===== src/rtl/mem_bridge_pkg.sv =====
// mem_bridge_pkg: shared wire-format constants and FSM encoding for the CPU memory bridge
package mem_bridge_pkg;
  localparam int MSG_BIT = 72;
  localparam int LEN_BIT = 5;
  localparam logic [LEN_BIT-1:0] LEN_READ = 5'd5;
  localparam logic [LEN_BIT-1:0] LEN_WRITE = 5'd9;
  localparam logic [LEN_BIT-1:0] LEN_RESP = 5'd4;
  localparam logic [31:0] TIMEOUT_DATA = 32'hDEADBEEF;
  typedef enum logic [1:0] {IDLE, SEND, WAIT, DONE} state_e;
endpackage


===== src/rtl/mem_msg_pack.sv =====
// mem_msg_pack: builds the outgoing read/write message length and payload
module mem_msg_pack
  import mem_bridge_pkg::*;
(
  input  logic               we_i,
  input  logic [31:0]        addr_i,
  input  logic [31:0]        wdata_i,
  input  logic [3:0]         mask_i,
  output logic [LEN_BIT-1:0] length_o,
  output logic [MSG_BIT-1:0] payload_o
);
  // read carries only the address; write carries data, address and byte mask
  always_comb begin
    length_o = we_i ? LEN_WRITE : LEN_READ;
    payload_o = we_i ? {4'h0, mask_i, addr_i, wdata_i} : {40'h0, addr_i};
  end
endmodule


===== src/rtl/mem_uart_bridge.sv =====
// mem_uart_bridge: serialises IF/MEM requests into framed messages and returns read responses
module mem_uart_bridge
  import mem_bridge_pkg::*;
#(
  parameter int TIMEOUT = 0,
  parameter int CNT_BIT = 16
) (
  input  logic               clk,
  input  logic               RST,
  input  logic               if_req,
  input  logic [31:0]        if_addr,
  output logic               if_done,
  output logic [31:0]        if_rdata,
  input  logic               mem_req,
  input  logic               mem_we,
  input  logic [31:0]        mem_addr,
  input  logic [31:0]        mem_wdata,
  input  logic [3:0]         mem_mask,
  output logic               mem_done,
  output logic [31:0]        mem_rdata,
  output logic               tx_flag,
  output logic [LEN_BIT-1:0] tx_length,
  output logic [MSG_BIT-1:0] tx_data,
  input  logic               tx_ready,
  input  logic               rx_valid,
  input  logic [LEN_BIT-1:0] rx_length,
  input  logic [MSG_BIT-1:0] rx_data,
  output logic               rx_flag,
  output logic               err
);
  localparam logic [CNT_BIT-1:0] TO_CNT = CNT_BIT'(TIMEOUT);
  state_e state_q, state_d;
  logic is_mem_q, is_mem_d, we_q, we_d, to_q, to_d;
  logic tx_flag_q, tx_flag_d, rx_flag_q, rx_flag_d, err_q, err_d;
  logic if_done_q, if_done_d, mem_done_q, mem_done_d;
  logic [31:0] if_rdata_q, if_rdata_d, mem_rdata_q, mem_rdata_d;
  logic [CNT_BIT-1:0] cnt_q, cnt_d, cnt_inc;
  logic [LEN_BIT-1:0] tx_length_q, tx_length_d, pk_len;
  logic [MSG_BIT-1:0] tx_data_q, tx_data_d, pk_data;
  logic rx_take, new_we, unused_ok;
  assign rx_take = rx_valid && !rx_flag_q;
  assign new_we = mem_req && mem_we;
  assign cnt_inc = cnt_q + CNT_BIT'(1);
  assign unused_ok = ^rx_data[MSG_BIT-1:32];
  mem_msg_pack u_pack (
    .we_i     (new_we),
    .addr_i   (mem_req ? mem_addr : if_addr),
    .wdata_i  (mem_wdata),
    .mask_i   (mem_mask),
    .length_o (pk_len),
    .payload_o(pk_data)
  );
  assign if_done = if_done_q;
  assign if_rdata = if_rdata_q;
  assign mem_done = mem_done_q;
  assign mem_rdata = mem_rdata_q;
  assign tx_flag = tx_flag_q;
  assign tx_length = tx_length_q;
  assign tx_data = tx_data_q;
  assign rx_flag = rx_flag_q;
  assign err = err_q;
  // next state: one transaction at a time; any response outside WAIT is drained as an error
  always_comb begin
    state_d = state_q;
    is_mem_d = is_mem_q;
    we_d = we_q;
    to_d = to_q;
    cnt_d = cnt_q;
    tx_length_d = tx_length_q;
    tx_data_d = tx_data_q;
    if_rdata_d = if_rdata_q;
    mem_rdata_d = mem_rdata_q;
    tx_flag_d = 1'b0;
    rx_flag_d = rx_take;
    err_d = rx_take;
    if_done_d = 1'b0;
    mem_done_d = 1'b0;
    case (state_q)
      IDLE: if (mem_req || if_req) begin
        is_mem_d = mem_req;
        we_d = new_we;
        to_d = 1'b0;
        tx_length_d = pk_len;
        tx_data_d = pk_data;
        state_d = (new_we && mem_mask == 4'h0) ? DONE : SEND;
      end
      SEND: if (tx_ready) begin
        tx_flag_d = 1'b1;
        cnt_d = '0;
        state_d = we_q ? DONE : WAIT;
      end
      WAIT: begin
        cnt_d = cnt_inc;
        err_d = 1'b0;
        if (rx_take) begin
          cnt_d = '0;
          err_d = rx_length != LEN_RESP;
          mem_rdata_d = (is_mem_q && rx_length == LEN_RESP) ? rx_data[31:0] : mem_rdata_q;
          if_rdata_d = (!is_mem_q && rx_length == LEN_RESP) ? rx_data[31:0] : if_rdata_q;
          state_d = rx_length == LEN_RESP ? DONE : WAIT;
        end else if (TIMEOUT != 0 && cnt_inc == TO_CNT) begin
          to_d = 1'b1;
          mem_rdata_d = is_mem_q ? TIMEOUT_DATA : mem_rdata_q;
          if_rdata_d = is_mem_q ? if_rdata_q : TIMEOUT_DATA;
          state_d = DONE;
        end
      end
      DONE: begin
        err_d = rx_take || to_q;
        if_done_d = !is_mem_q;
        mem_done_d = is_mem_q;
        state_d = IDLE;
      end
      default: state_d = IDLE;
    endcase
  end
  // state and output registers, cleared asynchronously
  always_ff @(posedge clk or posedge RST) begin
    if (RST) begin
      state_q <= IDLE;
      is_mem_q <= 1'b0;
      we_q <= 1'b0;
      to_q <= 1'b0;
      cnt_q <= '0;
      tx_length_q <= '0;
      tx_data_q <= '0;
      if_rdata_q <= '0;
      mem_rdata_q <= '0;
      tx_flag_q <= 1'b0;
      rx_flag_q <= 1'b0;
      err_q <= 1'b0;
      if_done_q <= 1'b0;
      mem_done_q <= 1'b0;
    end else begin
      state_q <= state_d;
      is_mem_q <= is_mem_d;
      we_q <= we_d;
      to_q <= to_d;
      cnt_q <= cnt_d;
      tx_length_q <= tx_length_d;
      tx_data_q <= tx_data_d;
      if_rdata_q <= if_rdata_d;
      mem_rdata_q <= mem_rdata_d;
      tx_flag_q <= tx_flag_d;
      rx_flag_q <= rx_flag_d;
      err_q <= err_d;
      if_done_q <= if_done_d;
      mem_done_q <= mem_done_d;
    end
  end
endmodule


===== config.mk =====
export PLATFORM = sky130hd
export DESIGN_NAME = mem_uart_bridge
export DESIGN_NICKNAME = d
export VERILOG_FILES = /design/src/rtl/mem_bridge_pkg.sv /design/src/rtl/mem_msg_pack.sv /design/src/rtl/mem_uart_bridge.sv
export SDC_FILE = /design/constraint.sdc
export NUM_CORES = 1
export LEC_CHECK = 0
export ABC_AREA = 1
export ABC_CLOCK_PERIOD_IN_PS = 10950
export BUFFER_PORTS_ARGS = -buffer_cell sky130_fd_sc_hd__buf_2
export CORE_AREA = 2 2 136 138
export DETAILED_ROUTE_END_ITERATION = 10
export DIE_AREA = 0 0 138 140
export PLACE_DENSITY = 0.75
export SLEW_MARGIN = 20
export SYNTH_ARGS = -nofsm -noshare
export SYNTH_HDL_FRONTEND = slang
export SYNTH_HIERARCHICAL = 1
export SYNTH_SLANG_ARGS = --single-unit

===== constraint.sdc =====
create_clock -name clk -period 10.95 [get_ports clk]
set_input_delay 2.19 -clock clk [delete_from_list [all_inputs] [get_ports clk]]
set_output_delay 2.19 -clock clk [all_outputs]
set_load 0.005 [all_outputs]

==> flow_summary.json <==
{
  "drt-initial-drc-count": 390,
  "cp.required_ns": 11.25,
  "syn2layout_area_growth_pct": 28.7,
  "cellPowerDensity_nw_per_um2": 209,
  "fillerInstances": 1757,
  "clock_tree_from_tritoncts": "done",
  "period_needed_ns": 4.94,
  "reg2reg_depth": 9,
  "arrival_ns": 5.24,
  "ys_seq_elements": 150,
  "timing.slew.headroom": 0.268,
  "std_cell_rows": 49,
  "leak_pwr_nw": 5.99,
  "power_mw": 1.93,
  "routed_wl_um": 19800,
  "final_hold_viol_count": 0,
  "fmaxAchievable_mhz": 202,
  "top_level_ports": 330,
  "cap_violations": 0,
  "holdCritPathClass": "reg2reg",
  "drt_pass1_iterations": 5,
  "number_of_antenna_violations_at_the_first_check_in_global_routing": 1,
  "wl_per_cell_um": 13.5,
  "setup-violations-final": 0,
  "ys_warn_count": 6,
  "cts-root-buf": "clkbuf_16",
  "design.final.nets": 1413,
  "holdPathStages": 2,
  "io_buf_count": 289,
  "post_synth_instance_area_um2": 7180,
  "status": "finished, final reports clean",
  "grt_pass1_vias": 6432,
  "post_route_clock_skew_ns": 0.00839,
  "gr-usage-all-layers": 0.205,
  "fin_util": 0.520,
  "post-route-period-util": 0.451,
  "syn-instance-count": 972,
  "via_per_inst": 4.71,
  "cts.htree.levels": 4,
  "worst-path-max-fanout": 79,
  "slew_violations": 0,
  "critPathLaunchType": "primary input",
  "endpoint_kind": "flop",
  "cts_inserted_buffers": 17,
  "die_area_um2": 19300,
  "hold_start": "mem_rdata[14]",
  "overflow": 0,
  "syn_area_per_cell_um2": 7.39,
  "gp_congestion": 0.827,
  "final.setup.tns_ns": 0,
  "mostFrequentLayoutCell": "nand2_1",
  "whs_ns": 0.463,
  "setup.reg_to_reg.worst_slack_ns": 8.07,
  "post_cts_resized": 0,
  "dp.final_hpwl_um": 13500,
  "count_of_clock_tree_sinks": 150,
  "fin_cells": 1465,
  "post-cts-setup-buffer-count": 0,
  "grt_first_pass_wirelength_um": 32400,
  "synth.lib_cells_used.distinct": 18,
  "core_area_um2": 17800,
  "min_delay_worst_endpoint": "mem_rdata[14]",
  "final_critical_path_setup_slack_ns": 6.01,
  "post_route_cells_drive_above_1_share": 0.270,
  "worst_skew_pair.late_latency_ns": 0.42,
  "vdd_ir_drop_max_mv": 0.115,
  "worst_pin_slew_ns": 1.09,
  "place_worst_setup_slack_ns": 5.58,
  "antenna_left": 0,
  "vias": 6907,
  "worst_setup_hold_path_clk_slew_ns": 0.06,
  "initial_core_util": 0.404,
  "sequential_element_share_of_the_synthesized_area": 0.523,
  "cell_area_reported_after_detailed_placement_um2": 8640,
  "cts_buffer_depth": 2,
  "timing.rr.end": "tx_data[63]",
  "ant_cells": 0,
  "place.detailed.instances": 1435,
  "rsz0062_at_grt": "no",
  "critPathKind": "in2reg",
  "grt_start_max_net_pins": 99,
  "chipWidth_um": 138,
  "final_cell_mix": "nand2_1, buf_2, dfrtp_1",
  "cts_hold_buffers": 0,
  "r2r-start": "state_q[0]",
  "drc": 0,
  "die_h_um": 140,
  "layout.cell_area.non_filler_um2": 9250
}
report_power, final:
group	total [mW]	leakage (nW)	internal, mW	switching (mW)
Sequential	0.765	2.01	0.692	0.0722
Clock	0.614	0.290	0.381	0.233
Combinational	0.555	3.69	0.199	0.357
Total	1.93	5.99	1.27	0.662
layer usage:
layer	GRT usage	vias to the layer above	part of all wire
met2	0.341	270	0.49
met1	0.262	3161	0.43
met4	0.0591	2	0.010
li1	-	3458	-
met5	0	-	0.00055
met3	0.0574	16	0.074
registers in the layout, summed over array words and instances (netlist names):
| signal | cells |
|---|---|
| err | 1 |
| we_q | 1 |
| tx_flag | 1 |
| state_q | 2 |
| if_done | 1 |
| if_rdata | 32 |
| mem_done | 1 |
| mem_rdata | 32 |
| is_mem_q | 1 |
| tx_length | 5 |
| rx_flag | 1 |
| tx_data | 72 |
kinds of logic after synthesis:
kind of cell / after synthesis / share of synthesized area
adders and majority gates: 4 / 0.00697
buffers and inverters: 127 / 0.0836
AOI/OAI and AO/OA: 4 / 0.00435
and+or+nand+nor: 685 / 0.381
DFF: 150 / 0.523
other: 2 / 0.00105
Yosys cell counts (all sizes together):
| cell | count | share of area |
|---|---|---|
| nand2 | 608 | 0.32 |
| conb | 2 | 0.0010 |
| nor2 | 7 | 0.0037 |
| clkbuf | 20 | 0.010 |
| nand3 | 5 | 0.0035 |
| o21ai | 2 | 0.0014 |
| inv | 57 | 0.030 |
| ha | 4 | 0.0070 |
| dfrtp | 150 | 0.52 |
| clkinv | 1 | 0.00052 |
| buf | 49 | 0.043 |
| nand4 | 65 | 0.057 |
| a21oi | 2 | 0.0030 |
critical path: stages:
cell and delay (ns):
buf_2 0.55, inv_2 0.46, a21oi_4 0.21, buf_4 0.63, inv_2 0.47, buf_4 0.42
nand2_1 0.13, nand2_1 0.05
worst max-delay path by stage:
stage                        from           end  slack (ns)  cells after the start
after detailed placement  mem_req  tx_length[3]        5.58                      8
after global placement    mem_req   tx_data[63]        5.61                      8
after CTS                 mem_req  tx_length[3]        6.02                      8
after floorplan               RST           err        4.72                      1
final                     mem_req   tx_data[63]        6.01                      8
after global routing      mem_req   tx_data[63]        5.69                      8
cell type report:
type | instances | area, um2 | area share
clock inverter | 11 | 175 | 0.0189
sequential | 150 | 3750 | 0.406
clock buffer | 19 | 433 | 0.0468
multi-input combinational | 700 | 2860 | 0.310
inverter | 58 | 223 | 0.0241
timing repair buffer | 298 | 1510 | 0.164
tap | 229 | 287 | 0.0310
Power figures use the tool's default switching activity.
